[src/rtl/ni_inject_queue.sv]
// ni_inject_queue: NI injection FIFO with paced valid/ready output register.
// Define NI_SELF_DROP_EN to filter flits addressed to LOCAL_ID.
module ni_inject_queue #(
    parameter int         DEPTH    = 8,
    parameter int         INJ_GAP  = 0,
    parameter logic [3:0] LOCAL_ID = 4'd0
) (
    input  logic                   clk,
    input  logic                   rst,
    input  logic [19:0]            in_data,
    input  logic                   in_valid,
    output logic [19:0]            flit_out,
    output logic                   flit_valid,
    input  logic                   flit_ready,
    output logic [$clog2(DEPTH):0] fifo_count,
    output logic                   overflow,
    output logic [15:0]            inj_count,
    output logic [15:0]            drop_count,
    output logic                   idle
);
    localparam int AW = $clog2(DEPTH);
    localparam logic [AW:0] FULL_CNT = (AW + 1)'(DEPTH);

    typedef enum logic [1:0] {IDLE, SEND, GAP} state_t;

    state_t        state, state_nx;
    logic [19:0]   mem [DEPTH];
    logic [AW-1:0] wr_ptr, rd_ptr, rd_nxt;
    logic [7:0]    gap_cnt, gap_nx;
    logic          full, pop, push, drop, accept;
    logic          rem_nz, avail, load, valid_nx;
    logic [19:0]   load_data;

`ifdef NI_SELF_DROP_EN
    logic [15:0] self_count;
    logic        self_hit;

    assign self_hit = in_valid && (in_data[3:0] == LOCAL_ID);
    assign accept   = in_valid && !self_hit;

    always_ff @(posedge clk or negedge rst) begin
        if (!rst)
            self_count <= '0;
        else if (self_hit && self_count != 16'hFFFF)
            self_count <= self_count + 16'd1;
    end
`else
    logic unused_local_id;

    assign unused_local_id = ^LOCAL_ID;
    assign accept          = in_valid;
`endif

    assign full   = (fifo_count == FULL_CNT);
    assign pop    = flit_valid && flit_ready;
    assign push   = accept && (!full || pop);
    assign drop   = accept && full && !pop;
    assign rd_nxt = rd_ptr + 1'b1;
    assign idle   = (fifo_count == '0) && (state == IDLE);

    // Head candidate once the current head (if popped) has left the queue.
    always_comb begin
        rem_nz    = pop ? (fifo_count > 1) : (fifo_count != '0);
        avail     = rem_nz || push;
        load_data = in_data;
        if (rem_nz)
            load_data = pop ? mem[rd_nxt] : mem[rd_ptr];
    end

    always_comb begin
        state_nx = state;
        gap_nx   = gap_cnt;
        valid_nx = flit_valid;
        load     = 1'b0;
        unique case (state)
            IDLE: begin
                if (avail) begin
                    state_nx = SEND;
                    valid_nx = 1'b1;
                    load     = 1'b1;
                end
            end
            SEND: begin
                if (pop) begin
                    if (INJ_GAP == 0) begin
                        if (avail) begin
                            load = 1'b1;
                        end else begin
                            state_nx = IDLE;
                            valid_nx = 1'b0;
                        end
                    end else begin
                        state_nx = GAP;
                        valid_nx = 1'b0;
                        gap_nx   = 8'(INJ_GAP);
                    end
                end
            end
            GAP: begin
                gap_nx = gap_cnt - 8'd1;
                if (gap_cnt <= 8'd1) begin
                    gap_nx = '0;
                    if (avail) begin
                        state_nx = SEND;
                        valid_nx = 1'b1;
                        load     = 1'b1;
                    end else begin
                        state_nx = IDLE;
                    end
                end
            end
            default: begin
                state_nx = IDLE;
                valid_nx = 1'b0;
            end
        endcase
    end

    always_ff @(posedge clk) begin
        if (push)
            mem[wr_ptr] <= in_data;
    end

    always_ff @(posedge clk or negedge rst) begin
        if (!rst) begin
            state      <= IDLE;
            gap_cnt    <= '0;
            wr_ptr     <= '0;
            rd_ptr     <= '0;
            fifo_count <= '0;
            flit_out   <= '0;
            flit_valid <= 1'b0;
            overflow   <= 1'b0;
            inj_count  <= '0;
            drop_count <= '0;
        end else begin
            state      <= state_nx;
            gap_cnt    <= gap_nx;
            flit_valid <= valid_nx;
            if (load)
                flit_out <= load_data;
            if (push)
                wr_ptr <= wr_ptr + 1'b1;
            if (pop)
                rd_ptr <= rd_nxt;
            if (push && !pop)
                fifo_count <= fifo_count + 1'b1;
            else if (pop && !push)
                fifo_count <= fifo_count - 1'b1;
            if (drop)
                overflow <= 1'b1;
            if (pop && inj_count != 16'hFFFF)
                inj_count <= inj_count + 16'd1;
            if (drop && drop_count != 16'hFFFF)
                drop_count <= drop_count + 16'd1;
        end
    end
endmodule

[config.mk]
export PLATFORM = sky130hd
export DESIGN_NAME = ni_inject_queue
export DESIGN_NICKNAME = d
export VERILOG_FILES = /design/src/rtl/ni_inject_queue.sv
export SDC_FILE = /design/constraint.sdc
export NUM_CORES = 1
export LEC_CHECK = 0
export BUFFER_PORTS_ARGS = -buffer_cell sky130_fd_sc_hd__buf_2
export CAP_MARGIN = 20
export CORE_MARGIN = 2
export CORE_UTILIZATION = 60
export DETAILED_ROUTE_END_ITERATION = 16
export PLACE_DENSITY = 0.91
export SYNTH_ARGS = -nofsm -noshare
export SYNTH_HDL_FRONTEND = slang
export SYNTH_SLANG_ARGS = --single-unit
[constraint.sdc]
create_clock -name clk -period 4.84 [get_ports clk]
set_clock_uncertainty 0.15 [all_clocks]
set_input_delay 0.242 -clock clk [delete_from_list [all_inputs] [get_ports clk]]
set_output_delay 0.242 -clock clk [all_outputs]
set_load 0.01 [all_outputs]
==> run_results.csv <==
group,metric,value,unit
yosys,synth_top_family_by_area,"multiplexers",
yosys,synth_fp_nets,811,
timing,fin_crit_sh,0.772,
yosys,synth_edf_count,160,
final_layout,register_area,6440,um^2
critical_path,slowest_stage,"nor3_2",
yosys,yosysSeqAreaShare,0.595,
global_route,use_met1,0.376,
critical_path,r2r_cells,8,
route,remaining_drc_errors,0,
clock_tree,cts_max_path_buffers,3,
critical_path,crit_required,4.89,ns
floorplan,die_area,19100,um^2
critical_path,r2r_end,"mem[4][18]",
power_and_ir_drop,ir_drop,0.503,mV
route,routed_wl,27000,um
critical_path,cp_max_fo,33,
timing,rsz0062_at_grt,"false",
route,drt_iter0_drc,987,
flow_run,drv_cap,0,
place,gp_congestion,0.845,
yosys,synth.cell_area,10800,um^2
clock_tree,htreeDepth,1,
global_route,antenna_found_initial,1,
final_layout,areaGrowthSynthToFinish,15.4,%
place,dp_cells,1055,
critical_path,cp_top_family,"simple AND/OR/NAND/NOR gates",
yosys,synth-seq-cells,225,
global_route,grt_max_degree,68,
clock_tree,cts_setup_buffers,0,
final_layout,final_cell_area,12500,um^2
timing,setup_tns,0,ns
place,dpl_cell_area,11400,um^2
timing,final_max_slew_viol_count,0,
yosys,synth_area_leaders,"edfxtp_1 44%, dfrtp_1 15%, mux2i_1 6.8%",
floorplan,start_util,0.606,
timing,slew_headroom,0.244,
worst_hold_path,hold_end,"overflow",
floorplan,die_h,138,um
timing,setup_slack,1.10,ns
global_route,use_met2,0.452,
clock_tree,cts_buffers,24,
yosys,synth_warnings,0,
status,run_status,"completed",
final_layout,n_fill_cell,1110,
yosys,yosysUniqueCellTypes,56,
global_route,grt_use_total,0.282,
worst_hold_path,hp-class,"in2reg",
yosys,synthArstFlopShare,0.289,
critical_path,crit_type,"reg2reg",
global_route,grt-busiest-layer,"met2",
worst_hold_path,hold_depth,3,
clock_tree,cts_tree,"yes",
final_layout,final_cell_mix,"160 x edfxtp_1, 81 x buf_2, 73 x mux2i_1",
yosys,synth.mux.area_fraction,0.155,
floorplan,num_rows,49,
yosys,synth-simple-area-share,0.0939,
place,dp_hpwl,15500,um
route,wire_per_inst,24.0,um
final_layout,finalNonFillerCells,1122,
yosys,synth_xor_area_frac,0.0291,
power_and_ir_drop,powerDensity,630,nW/um^2
final_layout,drive_gt1_frac,0.242,
clock_tree,clk_latency,0.52,ns
floorplan,io_pins,83,
critical_path,r2r_slack,1.10,ns
final_layout,final_nets,909,
floorplan,core,17800,um^2
critical_path,worst_setup_path_start_kind,"flop",
route,drtAntennaViolNets,0,
final_layout,multi_input_area,4100,um^2
place,io_buffers,82,
place,dp_slack,1.39,ns
power_and_ir_drop,fin_total_pwr,0.00785,W
timing,hold_viol,0,
global_route,grt_pass1_wl,42600,um
clock_tree,path_clk_slew,0.06,ns
critical_path,cp.arrival,3.79,ns
yosys,yosysTopAreaCell,"edfxtp_1",
power_and_ir_drop,power.internal,0.00495,W
power_and_ir_drop,pwr-share-seq,0.356,
timing,finalSetupViolCount,0,
clock_tree,cts_root_buffer,"clkbuf_16",
global_route,use_met3,0.0637,
timing,worstMarginPinSlew,1.12,ns
timing,fmax,268,MHz
critical_path,cp_slowest_stage_delay,0.70,ns
yosys,synthCells,777,
global_route,grt-ovfl-total,0,
critical_path,crit_buf_inv,3,
route,vias_per_cell,6.76,
route,vias,7582,
power_and_ir_drop,power.leakage,4.70,nW
yosys,synth_compound_area_frac,0.0837,
power_and_ir_drop,pwr-share-clk,0.234,
timing,finalCriticalPeriod,3.74,ns
yosys,synth_ff_type,"edfxtp_1",
power_and_ir_drop,switching_share,0.369,
clock_tree,cts.repair.resized,0,
power_and_ir_drop,p_switching,0.00290,W
yosys,avgSynthCellArea,13.9,um^2
route,drt_first_pass_iters,5,
critical_path,r2r-start,"flit_valid",
global_route,grt_pass1_vias,7682,
worst_hold_path,hold_start,"in_valid",
critical_path,end_kind,"flop",
yosys,synth_fa_ha_area_frac,0.0116,
power_and_ir_drop,p_comb_frac,0.410,
final_layout,diodes,0,
final_layout,final_common_cell,"edfxtp_1",
yosys,netlist.area_leader.share,0.444,
critical_path,cpMostUsedCell,"nand2_1",
floorplan,die_w,138,um
critical_path,crit_chain,"and2_1, clkinv_4, nand3_1, nand2_1, inv_1, nand2_1, nor3_2, buf_4",
clock_tree,clock_sinks,225,
-- cell type report --
class,count,share of cell area
flip-flops and latches,225,0.516
multi-input cells,490,0.329
clock buffers,31,0.0544
inverters,11,0.00371
well taps,229,0.0230
clock inverters,13,0.00923
repair buffers,123,0.0648
-- power by group through the flow --
stage,combinational [W],clock (W),sequential (W)
floorplan,0.00238,0,0.00272
global placement,0.00298,0,0.00279
detailed placement,0.00309,0,0.00280
CTS,0.00317,0.00184,0.00278
global route,0.00343,0.00193,0.00283
finish,0.00322,0.00184,0.00280
-- flip-flops by register name (all words and copies together) (netlist names) --
register,cells
mem,160
flit_out,20
drop_count,16
inj_count,16
fifo_count,4
rd_ptr,3
wr_ptr,3
flit_valid,1
overflow,1
state,1
-- synthesized netlist by cell type, types with 10 or more instances --
cell / instances
clkbuf_1: 12
xnor2_1: 25
nand4_1: 19
mux4_2: 31
a22o_1: 12
dfrtp_1: 65
nand3_1: 32
mux2_2: 21
inv_1: 10
a22oi_1: 24
a31oi_1: 23
ha_1: 10
a21oi_1: 38
nor3_1: 16
buf_2: 22
nor2b_1: 10
nand2b_1: 11
mux2i_1: 73
nor2_1: 12
nand2_1: 58
edfxtp_1: 160
-- cells by family (layout without fill, tap and decap cells) --
group | Yosys count | count (layout)
compound gates | 130 | 130
xor+xnor | 35 | 35
fa+ha+maj | 10 | 10
buf+inv | 62 | 178
flops | 225 | 225
mux | 126 | 126
simple gates | 189 | 189
-- how the worst max path moves through the flow --
stage	from	end	slack, ns	cells past startpoint
finish	flit_valid	mem[4][18]	1.10	8
global route	flit_valid	mem[4][7]	0.96	8
CTS	flit_valid	mem[4][18]	1.21	8
detailed placement	flit_valid	mem[4][6]	1.39	8
global placement	flit_valid	mem[4][7]	1.63	8
floorplan	fifo_count[0]	mem[2][0]	0.86	6
-- worst min-delay path: cells and delay by family --
family                 cells  cell delay [ns]
AND/OR/NAND/NOR            2             0.23
buffers and inverters      1             0.19
-- layer usage --
layer / share of wire / up-vias
met3: 0.11 / 109
li1: - / 3231
met5: 0 / -
met2: 0.48 / 574
met1: 0.37 / 3668
met4: 0.040 / 0
-- what timing repair did --
item                                   in CTS  in global routing
setup endpoints to repair                   0                  0
hold buffers                               22                  0
endpoints found under the hold margin     230                  0
-- through the flow --
stage           util  hold slack [ns]
6_report       0.699           0.0505
5_1_grt        0.699           0.0532
4_1_cts        0.698           0.0294
3_5_place_dp   0.642            0.273
3_3_place_gp   0.641            0.269
2_1_floorplan      -           -0.204
Note: power is estimated with default switching activity, not from simulation.
